File: src/rtl/vga_fb_rect_fill.sv
// rtl/vga_fb_rect_fill.sv - rectangle-fill write engine merged with MCU pixel writes
// Define VGA_FILL_ABORT_EN to add the ABORT input that cuts a fill short.
module vga_fb_rect_fill #(
  parameter int H_PIX = 160,
  parameter int V_PIX = 120
) (
  input  logic        CLK_50MHz,
  input  logic        RST_N,
  input  logic        START,
  input  logic [7:0]  X0,
  input  logic [7:0]  X1,
  input  logic [6:0]  Y0,
  input  logic [6:0]  Y1,
  input  logic [11:0] COLOR,
  input  logic [14:0] MCU_WA,
  input  logic [11:0] MCU_WD,
  input  logic        MCU_WE,
`ifdef VGA_FILL_ABORT_EN
  input  logic        ABORT,
`endif
  output logic        BUSY,
  output logic        DONE,
  output logic [14:0] WA,
  output logic [11:0] WD,
  output logic        WE
);

  localparam logic [7:0] X_MAX = 8'(H_PIX - 1);
  localparam logic [6:0] Y_MAX = 7'(V_PIX - 1);

  typedef enum logic [1:0] {S_IDLE, S_SETUP, S_FILL, S_FIN} state_t;

  state_t      state_q, state_d;
  logic [7:0]  x0_q, x0_d, x1_q, x1_d;
  logic [6:0]  y0_q, y0_d, y1_q, y1_d;
  logic [11:0] color_q, color_d;
  logic [7:0]  xl_q, xl_d, xr_q, xr_d, cx_q, cx_d;
  logic [6:0]  yt_q, yt_d, yb_q, yb_d, cy_q, cy_d;
  logic [14:0] wa_q, wa_d;
  logic [11:0] wd_q, wd_d;
  logic        we_q, we_d;
  logic        abort_req;
  logic [7:0]  x_lo, x_hi;
  logic [6:0]  y_lo, y_hi;

`ifdef VGA_FILL_ABORT_EN
  assign abort_req = ABORT;
`else
  assign abort_req = 1'b0;
`endif

  assign x_lo = (x0_q < x1_q) ? x0_q : x1_q;
  assign x_hi = (x0_q < x1_q) ? x1_q : x0_q;
  assign y_lo = (y0_q < y1_q) ? y0_q : y1_q;
  assign y_hi = (y0_q < y1_q) ? y1_q : y0_q;

  always_comb begin
    state_d = state_q;
    x0_d    = x0_q;
    x1_d    = x1_q;
    y0_d    = y0_q;
    y1_d    = y1_q;
    color_d = color_q;
    xl_d    = xl_q;
    xr_d    = xr_q;
    yt_d    = yt_q;
    yb_d    = yb_q;
    cx_d    = cx_q;
    cy_d    = cy_q;
    wa_d    = wa_q;
    wd_d    = wd_q;
    we_d    = 1'b0;
    case (state_q)
      S_IDLE: begin
        if (START) begin
          x0_d    = X0;
          x1_d    = X1;
          y0_d    = Y0;
          y1_d    = Y1;
          color_d = COLOR;
          state_d = S_SETUP;
        end
      end
      S_SETUP: begin
        xl_d    = (x_lo > X_MAX) ? X_MAX : x_lo;
        xr_d    = (x_hi > X_MAX) ? X_MAX : x_hi;
        yt_d    = (y_lo > Y_MAX) ? Y_MAX : y_lo;
        yb_d    = (y_hi > Y_MAX) ? Y_MAX : y_hi;
        cx_d    = xl_d;
        cy_d    = yt_d;
        state_d = abort_req ? S_FIN : S_FILL;
      end
      S_FILL: begin
        if (abort_req) begin
          state_d = S_FIN;
        end else if (!MCU_WE) begin
          // MCU owns the port this cycle otherwise; cursor simply holds
          we_d = 1'b1;
          wa_d = {cy_q, cx_q};
          wd_d = color_q;
          if (cx_q == xr_q) begin
            if (cy_q == yb_q) begin
              state_d = S_FIN;
            end else begin
              cx_d = xl_q;
              cy_d = cy_q + 7'd1;
            end
          end else begin
            cx_d = cx_q + 8'd1;
          end
        end
      end
      S_FIN:   state_d = S_IDLE;
      default: state_d = S_IDLE;
    endcase
    if (MCU_WE) begin
      we_d = 1'b1;
      wa_d = MCU_WA;
      wd_d = MCU_WD;
    end
  end

  always_ff @(posedge CLK_50MHz or negedge RST_N) begin
    if (!RST_N) begin
      state_q <= S_IDLE;
      x0_q    <= '0;
      x1_q    <= '0;
      y0_q    <= '0;
      y1_q    <= '0;
      color_q <= '0;
      xl_q    <= '0;
      xr_q    <= '0;
      yt_q    <= '0;
      yb_q    <= '0;
      cx_q    <= '0;
      cy_q    <= '0;
      wa_q    <= '0;
      wd_q    <= '0;
      we_q    <= 1'b0;
    end else begin
      state_q <= state_d;
      x0_q    <= x0_d;
      x1_q    <= x1_d;
      y0_q    <= y0_d;
      y1_q    <= y1_d;
      color_q <= color_d;
      xl_q    <= xl_d;
      xr_q    <= xr_d;
      yt_q    <= yt_d;
      yb_q    <= yb_d;
      cx_q    <= cx_d;
      cy_q    <= cy_d;
      wa_q    <= wa_d;
      wd_q    <= wd_d;
      we_q    <= we_d;
    end
  end

  assign BUSY = (state_q != S_IDLE);
  assign DONE = (state_q == S_FIN);
  assign WA   = wa_q;
  assign WD   = wd_q;
  assign WE   = we_q;

endmodule
File: config.mk
export PLATFORM = sky130hd
export DESIGN_NAME = vga_fb_rect_fill
export DESIGN_NICKNAME = d
export VERILOG_FILES = /design/src/rtl/vga_fb_rect_fill.sv
export SDC_FILE = /design/constraint.sdc
export NUM_CORES = 1
export LEC_CHECK = 0
export ABC_AREA = 1
export ABC_CLOCK_PERIOD_IN_PS = 2400
export CAP_MARGIN = 40
export CORE_ASPECT_RATIO = 0.6
export CORE_MARGIN = 2
export CORE_UTILIZATION = 53
export DETAILED_ROUTE_END_ITERATION = 16
export PLACE_DENSITY = 0.8
export SETUP_SLACK_MARGIN = 0.02
export SYNTH_ARGS = -nofsm -noshare
export SYNTH_HDL_FRONTEND = slang
export SYNTH_SLANG_ARGS = --single-unit
File: constraint.sdc
create_clock -name CLK_50MHz -period 2.4 [get_ports CLK_50MHz]
set_input_delay 0.6 -clock CLK_50MHz [delete_from_list [all_inputs] [get_ports CLK_50MHz]]
set_output_delay 0.6 -clock CLK_50MHz [all_outputs]
set_load 0.03 [all_outputs]
Word level (Yosys, flattened, before mapping)
Cells that the tools add are included.
- bits of input ports: 73
- flip-flop bits (word level): 110
- word-level logic and storage cells: 68
- output and inout bits: 30
- reduce and logical (&&, ||, !) cells: 8
- equality and inequality tests: 11
- $lt $le $gt $ge: 6
- add/subtract/negate cells: 2
- mux-type cells: 27
- operators by type and width (cell ; count):
    2-to-1 mux 8 bit ; 7
    2-to-1 mux 7 bit ; 7
    2-to-1 mux 15 bit ; 2
    2-to-1 mux 12 bit ; 2
    > comparator 8 bit (second input constant) ; 2
    one-hot mux 8 bit (2 select lines) ; 1
    > comparator 7 bit (second input constant) ; 2
    one-hot mux 7 bit (2 select lines) ; 1
    inequality test 2 bit (second input constant) ; 5
    adder 8 x 1 -> 8 bit (second input constant) ; 1
    equality test 8 bit ; 1
    less-than comparator 8 bit ; 1
    2-to-1 mux 2 bit ; 4
    one-hot mux 2 bit (4 select lines) ; 1
    AND reduction 4 bit ; 2
    adder 7 x 1 -> 7 bit (second input constant) ; 1
    equality test 7 bit ; 1
    less-than comparator 7 bit ; 1
    nonzero test 2 bit ; 3
    equality test 2 bit (second input constant) ; 2
    inequality test 3 bit (second input constant) ; 1
    AND reduction 3 bit ; 1
    equality test 2 x 1 -> 1 bit (second input constant) ; 1
    logical NOT 2 bit ; 1
    other kinds (2) ; 3

Longest topological paths before layout
- depth after elaboration: 5
- depth in mapped cells: 15
- gate-level depth less buffers: 15

Least setup slack after synthesis
OpenSTA, ideal clock, no wires.
- path type: reg-to-reg
- start point: register x0_q[5]
- end point: register cx_q[0]
- cell stages (with the launch flop): 12
- path slack: 0.485 ns
- required time: 2.279 ns
- buffers on the path: 2
- data arrival time: 1.794 ns
- period minus slack after synthesis: 1.915 ns
- library setup time: 0.121 ns
- cells stage by stage: dfrtp_1 > ha_1 > a21oi_2 > nor2_1 > nor3_4 > nand2_4 > buf_6 > buf_8 > a21oi_2 > nand2_1 > nand2_1 > a21oi_1
- cells in the longest elaborated chain, start to end: 5
- ends and longest elaborated chain (element ; line ; source):
    from (decl) ; 34 ; logic [7:0] x0_q, x0_d, x1_q, x1_d;
    from (signal assigned) ; 126 ; x0_q <= '0;
    from (signal assigned) ; 142 ; x0_q <= x0_d;
    less-than comparator 8 bit ; 52 ; assign x_lo = (x0_q < x1_q) ? x0_q : x1_q;
    2-to-1 mux 8 bit * ; 52 ;
    > comparator 8 bit ; 85 ; xl_d = (x_lo > X_MAX) ? X_MAX : x_lo;
    2-to-1 mux 8 bit * ; 85 ;
    one-hot mux 8 bit (2 select lines) * ; 73 ; case (state_q)
    to (signal assigned) ; 135 ; cx_q <= '0;
    to (signal assigned) ; 151 ; cx_q <= cx_d;
    to (decl) ; 37 ; logic [7:0] xl_q, xl_d, xr_q, xr_d, cx_q, cx_d;
Mark *: on every way between the ends. The rest lies on a longest branch, timed or not.
A chain may end at the register's enable or synchronous reset.

Worst setup path in the final report
- start point: register x1_q[5]
- end point: register xr_q[3]
- cells in the longest elaborated chain, start to end: 4
- ends and longest elaborated chain (element ; line ; source):
    from (decl) ; 34 ;
    from (signal assigned) ; 127 ; x1_q <= '0;
    from (signal assigned) ; 143 ; x1_q <= x1_d;
    less-than comparator 8 bit ; 53 ; assign x_hi = (x0_q < x1_q) ? x1_q : x0_q;
    2-to-1 mux 8 bit * ; 53 ;
    > comparator 8 bit ; 86 ; xr_d = (x_hi > X_MAX) ? X_MAX : x_hi;
    2-to-1 mux 8 bit * ; 86 ;
    to (signal assigned) ; 148 ; xr_q <= xr_d;
    to (decl) ; 37 ;
Marks and branches as above.

==> metrics.md <==
| Metric | Value |
|---|---|
| Worst-path clk slew | `0.07 ns` |
| Final instance area | `7320 um^2` |
| Crit share post-route | `92.1%` |
| RD Place Congestion | `0.894` |
| Worst VDD drop | `0.744 mV` |
| Met2 wire len | `7.24 mm` |
| Top Layer Used | `met4` |
| Final wirelength | `15.3 mm` |
| Overflow after GRT | `0` |
| Die area | `11800 um^2` |
| Cell internal pwr | `5.80 mW` |
| Pwr/cell area | `1480 nW/um^2` |
| Clk network pwr share | `14.8%` |
| Layout cell share with drive strength beyond 1 | `8.34%` |
| Register area | `2750 um^2` |
| Register area share after synthesis | `47.5%` |
| MaxCap Viol Count | `0` |
| Final Max Tran Viols | `0` |
| Total GRT Usage | `27.0%` |
| Vias after detailed routing | `5292` |
| Die H | `85.0 um` |
| Cell Area, Placed | `7000 um^2` |
| Root buffer cell | `clkbuf_16` |
| IO Port Bufs | `102` |
| Residual DRC | `0` |
| Reg2Reg Launch Point | `x1_q[5]$_DFFE_PN0P_` |
| Synth cell types | `39` |
| Syn nets | `805` |
| Rows | `29` |
| Comb pwr share | `55.4%` |
| Post-layout minimum cycle time | `2.21 ns` |
| Hold Slack | `0.195 ns` |
| Hold Crit Class | `in -> async` |
| Worst-skew pair later-pin latency | `0.35 ns` |
| CTS tree | `done` |
| Layout fillers | `817` |
| Initial core utilization | `54.7%` |
| Final setup TNS | `0 ns` |
| Final core occ | `69.1%` |
| LEAKAGE | `3.47 nW` |
| Final setup fails | `0` |
| Multi-input logic area | `2640 um^2` |
| Final Hold Fails | `0` |
| Syn Area/Cell | `8.15 um^2` |
| F_max | `0.453 GHz` |
| Setup crit start | `x1_q[5]$_DFFE_PN0P_` |
| Slew @ Worst Pin | `0.593 ns` |
| RSZ-0062 raised after global routing | `no` |
| Core footprint | `10600 um^2` |
| Initial antenna violation count | `0` |
| Sink Count | `110` |
| Htree depth | `3` |
| Max clock buf depth | `2` |
| Routed wire length per instance | `16.1 um` |
| CTS Buf Count | `9` |
| DP HPWL | `11.2 mm` |
| Vias per std cell | `5.55` |
| Nets | `903` |
| Worst setup SP type | `register` |
| Total Power | `10.8 mW` |
| Post-CTS Hold Fix Bufs | `0` |
| Sw frac | `46.5%` |
| CP Capture Type | `register` |
| Outcome | `finished clean` |
| TritonRoute pass-1 iters | `6` |
| Final Skew | `0.00823 ns` |
| Yosys warning total | `0` |
| Ports | `103` |
| First-pass GRT wire length | `25.6 mm` |
| Drt initial violations | `423` |
| Met1 Routed Length | `7.05 mm` |
| Vias in the first global route | `5278` |
| Routed wl met3 | `827 um` |
| ANT nets after route | `0` |
| NetSw | `5.04 mW` |
| Commonest non-fill, non-tap cells in the layout | `nand2_1 (181), dfrtp_1 (110), clkdlybuf4s50_1 (100), nor2_1 (66)` |
| CP Class | `reg -> reg` |
| Cells after Synth | `712` |
| CP Data Required Time | `2.65 ns` |
| Largest net degree at the start of global routing | `43` |
| Flops & latches, synth | `110` |
| Synthesized area | `5800 um^2` |
| Most common cell after layout, fill and taps aside | `nand2_1` |
| Die W | `139 um` |
| CP Data Arrival Time | `2.46 ns` |
| Relative slew slack | `60.3%` |
| Flop pwr share | `29.8%` |
| Number of antenna diodes | `0` |
| Critical path peak fanout | `27` |
| Area grow syn2layout | `26.2%` |
## Yosys cell counts (all sizes together)
| cell | number | area [um^2] |
|---|---|---|
| a21boi | 1 | 7.51 |
| a21oi | 66 | 338 |
| a22oi | 6 | 45.0 |
| a31oi | 5 | 31.3 |
| buf | 10 | 77.6 |
| clkbuf | 22 | 83.8 |
| dfrtp | 110 | 2750 |
| ha | 20 | 250 |
| inv | 68 | 255 |
| mux2 | 12 | 135 |
| nand2 | 188 | 723 |
| nand3 | 51 | 265 |
| nand4 | 6 | 43.8 |
| nor2 | 67 | 251 |
| nor3 | 5 | 36.3 |
| o211ai | 14 | 105 |
| o21a | 1 | 7.51 |
| o21ai | 41 | 235 |
| o21bai | 1 | 7.51 |
| o221ai | 1 | 8.76 |
| o22ai | 1 | 6.26 |
| o31ai | 1 | 7.51 |
| or2 | 2 | 12.5 |
| xnor2 | 9 | 78.8 |
| xor2 | 4 | 35.0 |
## routing by layer
metal | vias to the layer above | track usage [%]
li1 | 2518 | -
met1 | 2569 | 37.1
met2 | 180 | 44.3
met3 | 25 | 5.76
met4 | 0 | 7.25
met5 | - | 0
## stage by stage
stage / setup slack, ns / cells
after floorplan: 0.485 / 712
after global placement: 0.286 / 938
after detailed placement: 0.165 / 938
after CTS: 0.138 / 954
after global routing: 0.0442 / 954
final: 0.190 / 954
## final cells by class
cell class / instances / area share (%)
Clock buffer: 13 / 3.42
Clock inverter: 3 / 0.923
Inverter: 68 / 3.49
Multi-Input combinational cell: 502 / 36.0
Sequential cell: 110 / 37.6
Tap cell: 139 / 2.38
Timing Repair Buffer: 119 / 16.2
## registers in the layout, summed over array words and instances (netlist names), 8 cells and up
signal,count
color_q,12
x0_q,8
xl_q,8
WD,12
cx_q,8
x1_q,8
WA,15
xr_q,8
## power groups by stage
stage	combinational, mW	clock [mW]	sequential (mW)
3_3_place_gp	5.56	0	3.20
3_5_place_dp	5.87	0	3.24
2_1_floorplan	4.07	0	3.41
5_1_grt	6.66	1.70	3.32
4_1_cts	5.93	1.61	3.22
6_report	6.00	1.60	3.23
## critical path: stages (launching register included)
cell	delay, ns
dfrtp_1	0.37
inv_1	0.12
ha_1	0.27
a21oi_2	0.14
nor2_1	0.07
nor3_4	0.17
nand2_4	0.21
nand2_1	0.11
o21ai_0	0.14
o21ai_2	0.31
nand2_1	0.08
nand2_1	0.06
nand2_1	0.05
## cell families after synthesis
| kind of cell | Yosys count | share of synthesized area, % |
|---|---|---|
| AND/OR/NAND/NOR | 319 | 23.0 |
| AO/OA/AOI/OAI | 138 | 13.8 |
| flip-flops | 110 | 47.5 |
| buffers and inverters | 100 | 7.18 |
| adder cells (fa/ha/maj) | 20 | 4.31 |
| XOR/XNOR | 13 | 1.96 |
| multiplexers | 12 | 2.33 |
## final timing paths
kind                       depth (start not counted)                  end  slack [ns]
min reg2reg                                        2    WD[8]$_DFFE_PN0P_        0.49
min                                                1  y0_q[3]$_DFFE_PN0P_        0.19
max reg2reg                                       12  xr_q[3]$_DFFE_PN0P_        0.19
max                                               12  xr_q[3]$_DFFE_PN0P_        0.19
min in group CLK_50MHz                             2    WD[8]$_DFFE_PN0P_        0.49
max in group asynchronous                          2    WD[9]$_DFFE_PN0P_        1.63
## what timing repair did
action                                  in CTS  in global routing
endpoints found under the setup margin       1                  8
resized for setup                            1                  3
hold endpoints to repair                     0                  0
pin swaps                                    0                  0
setup buffers                                0                  0
No activity file was read; power rests on OpenSTA's default activity.
